File: config.mk
export PLATFORM = sky130hd
export DESIGN_NAME = dmem_lsu
export DESIGN_NICKNAME = d
export VERILOG_FILES = /design/src/rtl/dmem_lsu.sv
export SDC_FILE = /design/constraint.sdc
export NUM_CORES = 1
export LEC_CHECK = 0
export BUFFER_PORTS_ARGS = -buffer_cell sky130_fd_sc_hd__buf_4
export CAP_MARGIN = 30
export CORE_MARGIN = 2
export CORE_UTILIZATION = 30
export CTS_CLUSTER_SIZE = 8
export DETAILED_ROUTE_END_ITERATION = 6
export GPL_TIMING_DRIVEN = 0
export PLACE_DENSITY_LB_ADDON = 0.15
export SYNTH_ARGS = -nofsm -noshare
export SYNTH_HDL_FRONTEND = slang
export SYNTH_SLANG_ARGS = --single-unit
File: constraint.sdc
create_clock -name Clk -period 3.1 [get_ports Clk]
set_input_delay 0.155 -clock Clk [delete_from_list [all_inputs] [get_ports Clk]]
set_output_delay 0.155 -clock Clk [all_outputs]
set_load 0.01 [all_outputs]
File: src/rtl/dmem_lsu.sv
// Data-memory load/store unit.
// Takes one byte/half/word request at a time. Sub-word stores do a read-modify-write.
// Misaligned or illegal requests complete immediately with Fault and touch neither
// memory nor LoadData.
module dmem_lsu #(
  parameter int unsigned ADDRESS_WIDTH = 32
) (
  input  logic                     Clk,
  input  logic                     Reset,
  input  logic                     Req,
  output logic                     Ready,
  input  logic                     Op,
  input  logic [1:0]               Size,
  input  logic                     SignExt,
  input  logic [ADDRESS_WIDTH-1:0] Addr,
  input  logic [31:0]              StoreData,
  output logic [31:0]              LoadData,
  output logic                     Done,
  output logic                     Fault,
  output logic [ADDRESS_WIDTH-1:0] MemAddr,
  output logic [31:0]              MemWriteData,
  output logic                     MemWrite,
  input  logic [31:0]              MemReadData
);

  typedef enum logic [1:0] {StIdle, StRead, StWrite, StResp} state_e;

  localparam logic [1:0] SizeByte = 2'b00;
  localparam logic [1:0] SizeHalf = 2'b01;
  localparam logic [1:0] SizeWord = 2'b10;

  state_e                   state_q;
  logic                     op_q;
  logic [1:0]               size_q;
  logic                     sext_q;
  logic [ADDRESS_WIDTH-1:0] addr_q;
  logic [31:0]              wdata_q;
  logic [31:0]              old_q;
  logic [31:0]              load_data_q;
  logic                     fault_q;

  logic                     req_fault;
  logic [7:0]               lane_byte;
  logic [15:0]              lane_half;
  logic [31:0]              load_word;
  logic [31:0]              merged;

  // Alignment / legality check on the incoming request.
  always_comb begin
    req_fault = 1'b0;
    case (Size)
      SizeByte: req_fault = 1'b0;
      SizeHalf: req_fault = Addr[0];
      SizeWord: req_fault = (Addr[1:0] != 2'b00);
      default:  req_fault = 1'b1;
    endcase
  end

  // Extract and extend the addressed lane of the word being read.
  always_comb begin
    lane_byte = MemReadData[{addr_q[1:0], 3'b000} +: 8];
    lane_half = addr_q[1] ? MemReadData[31:16] : MemReadData[15:0];
    case (size_q)
      SizeByte: load_word = {{24{sext_q & lane_byte[7]}}, lane_byte};
      SizeHalf: load_word = {{16{sext_q & lane_half[15]}}, lane_half};
      default:  load_word = MemReadData;
    endcase
  end

  // Replace the addressed lanes of the old word with the store operand.
  always_comb begin
    merged = old_q;
    case (size_q)
      SizeByte: merged[{addr_q[1:0], 3'b000} +: 8] = wdata_q[7:0];
      SizeHalf: begin
        if (addr_q[1]) merged[31:16] = wdata_q[15:0];
        else           merged[15:0]  = wdata_q[15:0];
      end
      default:  merged = wdata_q;
    endcase
  end

  // Request sequencing: latch on acceptance, walk READ/WRITE as needed, one-cycle RESP.
  always_ff @(posedge Clk) begin
    if (Reset) begin
      state_q     <= StIdle;
      op_q        <= 1'b0;
      size_q      <= 2'b00;
      sext_q      <= 1'b0;
      addr_q      <= '0;
      wdata_q     <= 32'h0;
      old_q       <= 32'h0;
      load_data_q <= 32'h0;
      fault_q     <= 1'b0;
    end else begin
      case (state_q)
        StIdle: begin
          if (Req) begin
            op_q    <= Op;
            size_q  <= Size;
            sext_q  <= SignExt;
            addr_q  <= Addr;
            wdata_q <= StoreData;
            fault_q <= req_fault;
            if (req_fault)                   state_q <= StResp;
            else if (Op && Size == SizeWord) state_q <= StWrite;
            else                             state_q <= StRead;
          end
        end
        StRead: begin
          if (op_q) begin
            old_q   <= MemReadData;
            state_q <= StWrite;
          end else begin
            load_data_q <= load_word;
            state_q     <= StResp;
          end
        end
        StWrite: state_q <= StResp;
        StResp:  state_q <= StIdle;
        default: state_q <= StIdle;
      endcase
    end
  end

  assign Ready        = (state_q == StIdle);
  assign Done         = (state_q == StResp);
  assign Fault        = (state_q == StResp) & fault_q;
  assign MemWrite     = (state_q == StWrite);
  assign MemAddr      = {2'b00, addr_q[ADDRESS_WIDTH-1:2]};
  assign MemWriteData = merged;
  assign LoadData     = load_data_q;

endmodule

* Word-level counts from Yosys, hierarchy flattened *
Cells that the tools add are included.

operators by class
  equal/unequal tests = 7
  add/sub/neg operators = 1
  muxes and demuxes = 12
  bitwise operators = 4
  shifts and indexed selects = 3
  reductions and logical operators = 8

operators with widths
  cell                    count
  $pmux 32 s2             2
  $mux 16                 3
  $bwmux 32               1
  $shift 8x7->32 const A  1
  $shiftx 32x6->8         1
  $shiftx 8x7->32         1
  $pmux 2 s4              1
  $neg 5->7               1
  $eq 2x1->1 const B      3
  $eq 2x2->1 const B      3
  $logic_not 2->1         3
  $mux 2                  3
  $reduce_and 2->1        3
  $and 1x1->1             3
  $pmux 1 s3              1
  $ne 2x2->1 const B      1
  $reduce_bool 2->1       1
  $logic_and 1x1->1       1
  $mux 1                  1
  $not 1->1               1

word-level totals
  word-level logic and storage cells = 44
  output and inout port bits = 100
  flip-flop bits (word level) = 135
  bits of input ports = 103

* Longest topological paths before layout *
  depth in word-level cells = 6
  mapped depth = 8
  depth with buffers taken out = 6

* Least setup slack after synthesis *
OpenSTA, ideal clock, no wires.

  kind = register to output
  start = register addr_q[1]
  end = output port MemWriteData[16]
  stages on the path, launching flop included = 8
  path buffers = 1
  arrival = 1.927 ns
  required time = 2.945 ns
  path slack = 1.018 ns
  cells stage by stage = dfxtp_1 buf_4 inv_1 ha_1 and4bb_2 nor2b_1 a21oi_1 o221ai_1

between the ends
  cells in the longest elaborated chain, start to end = 4
  elaborated cells between the ends (all ways) = 6
  classes of those cells = 1 x add/sub; 2 x shift; 3 x mux

ends and longest elaborated chain
  item                                               line  RTL
  from (decl)                                        36    logic [ADDRESS_WIDTH-1:0] addr_q;
  from (signal assigned)                             102   addr_q <= Addr;
  $neg 5->7                                          74    SizeByte: merged[{addr_q[1:0], 3'b000} +: 8] = wdata_q[7:0];
  $shiftx 8x7->32 or $shift 8x7->32 (tied branches)  74
  $bwmux 32                                          74
  $pmux 32 s2 (*)                                    73    case (size_q)
  to (decl)                                          21    output logic [31:0] MemWriteData,

Mark *: on every way between the ends. The rest lies on a longest branch, timed or not.

* Worst setup path in the final report *
  start = register addr_q[1]
  end = output port MemWriteData[29]

Same word-level chain as after synthesis.

==> implementation parameters <==
Parameter                              Value

Run status
  Outcome    finished clean

Hold path
  Cell depth of the worst min-delay path    3
  Startpoint of the most critical hold path    MemReadData[9]
  Worst min path class    in -> reg
  Terminating pin of the worst hold path    old_q[9]

STA
  Fin crit period    between 2 and 3 ns
  Number of pins exceeding their max-slew limit in the final report    0
  Tcrit/Tclk final    0.939
  Worst max-slew margin expressed relative to the limit    0.515
  Setup tns final    0 ns
  Number of hold violations in the final report    0
  Setup repair after global routing missed its margin    false
  Final-report setup violation count    0
  Setup Skew    between 0.01 and 0.015 ns
  Slew of the pin with the lowest slew margin    0.727 ns
  Max Fclk    344 MHz
  Worst Slack Setup Final    0.190 ns

Detailed routing
  Final Routed Wirelength    23.8 mm
  Detail Route Antenna Nets    0
  Drt initial violations    about 360
  Post-DR vias/cell    4.84
  Via count    between 6000 and 7000
  Pre-Repair DR Iteration Count    5
  Post-detailed-route wirelength per cell    17.0 µm
  DRC Markers    0

Power and ir drop
  Worst-case vdd ir drop    0.434 mV
  Total power divided by cell area    743 nW/µm²
  Static Leak    just under 4 nW
  Total power after layout    0.00719 W

Run
  Max-cap viol count    0

GRT
  Overall overflow remaining after global route    0
  First-pass GRT wire length    36.3 mm
  Largest net degree at the start of global routing    17
  Overall fraction of global-route tracks in use    0.211
  Number of global-route vias before repair    6761
  Antenna violations before repair    0

Yosys
  Number of distinct library cells after synthesis    45
  Netlist area before placement    6430 µm²
  Proportion of synthesized flip-flops having asynchronous set or reset    0
  Yosys reg bits    135
  Fraction of the yosys area taken by sequential cells    0.420
  Post-synthesis cell count    approximately 800
  Count of flip-flops with a built-in enable after synthesis    0
  Main flop type after synthesis    sky130_fd_sc_hd__dfxtp_1
  Avg Cell Area, Syn    7.87 µm²
  Yosys warning total    0

Worst setup path
  Worst path cell trace    buf_4, inv_1, ha_1, nor4b_4, a21oi_1, o221ai_1, buf_4
  Critical path required time    2.94 ns
  Worst path most repeated cell    sky130_fd_sc_hd__buf_4
  Capturing point of the worst reg2reg path    wdata_q[17]
  Critical Path End Type    output port
  Reg2Reg Launch Point    state_q[0]
  Type of the worst setup path    reg -> out
  CP max FO    10
  R2R setup slack    1.02 ns
  Slowest cell on the critical path    sky130_fd_sc_hd__nor4b_4
  Number of cells on the worst reg-to-reg path    7
  Highest cell delay on the worst timing path    around 0.5 ns
  Launching element type of the critical path    register
  Data arrival time at the worst-slack endpoint    about 2.8 ns

Layout
  # fillers    2130
  Synthesis-to-finish area growth    50.6%
  Antenna cell count    0
  Layout cell share with drive strength beyond 1    0.263
  Final #Nets    between 1000 and 1500

Die
  Core region area    21000 µm²
  Die boundary height    150 µm
  Total number of placement rows    53
  Chip width    150 µm
  Starting density of the core    0.306
  Number of top-level pins    about 200
  Floorplan die area    22600 µm²

Place
  Worst setup slack before clock tree synthesis    0.442 ns
  Gp weighted congestion    0.862
  IO Port Bufs    200
  Post-DP HPWL    ~18 mm

Clocking
  Number of CTS-inserted buffers    17
  H-tree depth    4
  TritonCTS clock tree    yes
  Insertion delay to the later sink of the worst-skew pair    0.43 ns
  Clock tree buffer depth    2
  CTS root buffer    sky130_fd_sc_hd__clkbuf_16
  Clock transition time at the flip-flop clock pins of the worst setup and hold paths    0.06 ns
  Clock tree sinks    135
metal layers:
layer	global-route usage	up-vias	wire, µm
met5	0	-	0
met4	0.0486	0	273
li1	-	3367	-
met2	0.349	219	11300
met3	0.0558	21	1630
met1	0.275	3161	10600
Yosys cell counts (all sizes together), types with 2 or more instances:
library cell / n / share of area
nand2: 237 / 0.14
dfxtp: 135 / 0.42
a21oi: 134 / 0.11
buf: 50 / 0.051
clkbuf: 43 / 0.025
nor2: 37 / 0.022
o221ai: 24 / 0.033
nor2b: 22 / 0.021
a211oi: 19 / 0.024
mux2i: 18 / 0.028
ha: 9 / 0.018
nand3: 9 / 0.0070
a221oi: 8 / 0.011
a22o: 8 / 0.011
a22oi: 8 / 0.0093
o31ai: 8 / 0.0093
mux2: 7 / 0.012
nand3b: 7 / 0.0082
inv: 5 / 0.0029
nand2b: 4 / 0.0039
and2: 3 / 0.0029
nor3: 3 / 0.0041
nand4b: 2 / 0.0051
o21bai: 2 / 0.0023
or2: 2 / 0.0019
stage by stage:
step	utilization	hold WS, ns	std cells	area [µm²]
finish	0.461	0.00633	1399	9680
global route	0.461	0.00698	1399	9680
CTS	0.460	0.00376	1399	9680
detailed placement	0.394	0.404	1293	8280
global placement	0.394	0.398	1293	8280
floorplan	-	0.287	818	6430
state kept, by name, indices dropped and copies added (netlist names):
signal    count
state_q       2
LoadData     32
sext_q        1
addr_q       32
op_q          1
old_q        32
size_q        2
fault_q       1
wdata_q      32
power breakdown:
part | internal, W | total [W] | leakage [nW] | switching [W]
Combinational | 0.00112 | 0.00252 | 2.54 | 0.00141
Sequential | 0.00209 | 0.00236 | 1.10 | 0.000270
Clock | 0.00150 | 0.00231 | 0.323 | 0.000806
Total | 0.00471 | 0.00719 | 3.97 | 0.00248
cell families (layout without fill, tap and decap cells):
| kind of cell | Yosys count | after routing | share of synthesized area |
|---|---|---|---|
| other | 1 | 2 | 0.000583 |
| muxes | 26 | 26 | 0.0444 |
| DFF | 135 | 135 | 0.420 |
| AOI/OAI and AO/OA | 217 | 217 | 0.213 |
| adders and majority gates | 9 | 9 | 0.0175 |
| and+or+nand+nor | 331 | 331 | 0.225 |
| buffers and inverters | 98 | 404 | 0.0792 |
repair_timing:
item / 4_1_cts / 5_1_grt
setup endpoints to repair: 1 / 4
hold buffers: 74 / 0
hold endpoints to repair: 78 / 0
buffers inserted: 0 / 0
gates resized for setup: 1 / 1
pin swaps: 0 / 0
cells in the final DEF (no fill, tap or decap), types with 2 or more instances in the layout:
| cell | n |
|---|---|
| sky130_fd_sc_hd__nand2_1 | 237 |
| sky130_fd_sc_hd__buf_4 | 234 |
| sky130_fd_sc_hd__dfxtp_1 | 134 |
| sky130_fd_sc_hd__a21oi_1 | 133 |
| sky130_fd_sc_hd__dlygate4sd3_1 | 74 |
| sky130_fd_sc_hd__clkbuf_1 | 44 |
| sky130_fd_sc_hd__nor2_1 | 37 |
| sky130_fd_sc_hd__o221ai_1 | 24 |
| sky130_fd_sc_hd__nor2b_1 | 21 |
| sky130_fd_sc_hd__mux2i_1 | 18 |
| sky130_fd_sc_hd__a211oi_1 | 17 |
| sky130_fd_sc_hd__clkbuf_16 | 17 |
| sky130_fd_sc_hd__buf_2 | 11 |
| sky130_fd_sc_hd__nand3_1 | 9 |
| sky130_fd_sc_hd__ha_1 | 9 |
| sky130_fd_sc_hd__o31ai_1 | 8 |
| sky130_fd_sc_hd__a22oi_1 | 8 |
| sky130_fd_sc_hd__a22o_1 | 8 |
| sky130_fd_sc_hd__a221oi_1 | 8 |
| sky130_fd_sc_hd__mux2_2 | 7 |
| sky130_fd_sc_hd__nand3b_1 | 7 |
| sky130_fd_sc_hd__bufinv_16 | 6 |
| sky130_fd_sc_hd__buf_1 | 5 |
| sky130_fd_sc_hd__inv_1 | 5 |
| sky130_fd_sc_hd__clkinv_2 | 5 |
| sky130_fd_sc_hd__nand2b_1 | 4 |
| sky130_fd_sc_hd__and2_1 | 3 |
| sky130_fd_sc_hd__o21bai_1 | 2 |
| sky130_fd_sc_hd__nor3_1 | 2 |
| sky130_fd_sc_hd__a211oi_2 | 2 |
| sky130_fd_sc_hd__conb_1 | 2 |
| sky130_fd_sc_hd__clkinv_4 | 2 |
worst max-delay path, delay by kind of cell, from the launching register on:
| kind | cells | cell delay (ns) |
|---|---|---|
| compound gates | 2 | 0.45 |
| buf+inv | 3 | 0.57 |
| simple gates | 1 | 0.51 |
| flops | 1 | 0.42 |
| fa+ha+maj | 1 | 0.37 |
how the worst max path moves through the flow:
stage / from / end / slack, ns / cells past startpoint
6_report: addr_q[1] / MemWriteData[29] / 0.19 / 7
5_1_grt: addr_q[1] / MemWriteData[18] / 0.03 / 8
4_1_cts: addr_q[0] / MemWriteData[18] / 0.12 / 7
3_5_place_dp: addr_q[0] / MemWriteData[18] / 0.44 / 7
3_3_place_gp: addr_q[0] / MemWriteData[18] / 0.46 / 7
2_1_floorplan: addr_q[1] / MemWriteData[16] / 1.02 / 7
area by class of cell:
class | count | area (µm²) | share of cell area
Timing Repair Buffer | 274 | 2240 | 0.232
Inverter | 5 | 18.8 | 0.00194
Tap cell | 275 | 344 | 0.0355
Multi-Input combinational cell | 585 | 3220 | 0.333
Clock inverter | 14 | 230 | 0.0238
Sequential cell | 135 | 2700 | 0.279
Buffer | 93 | 490 | 0.0507
Clock buffer | 18 | 429 | 0.0443
Note: power is estimated with default switching activity, not from simulation.
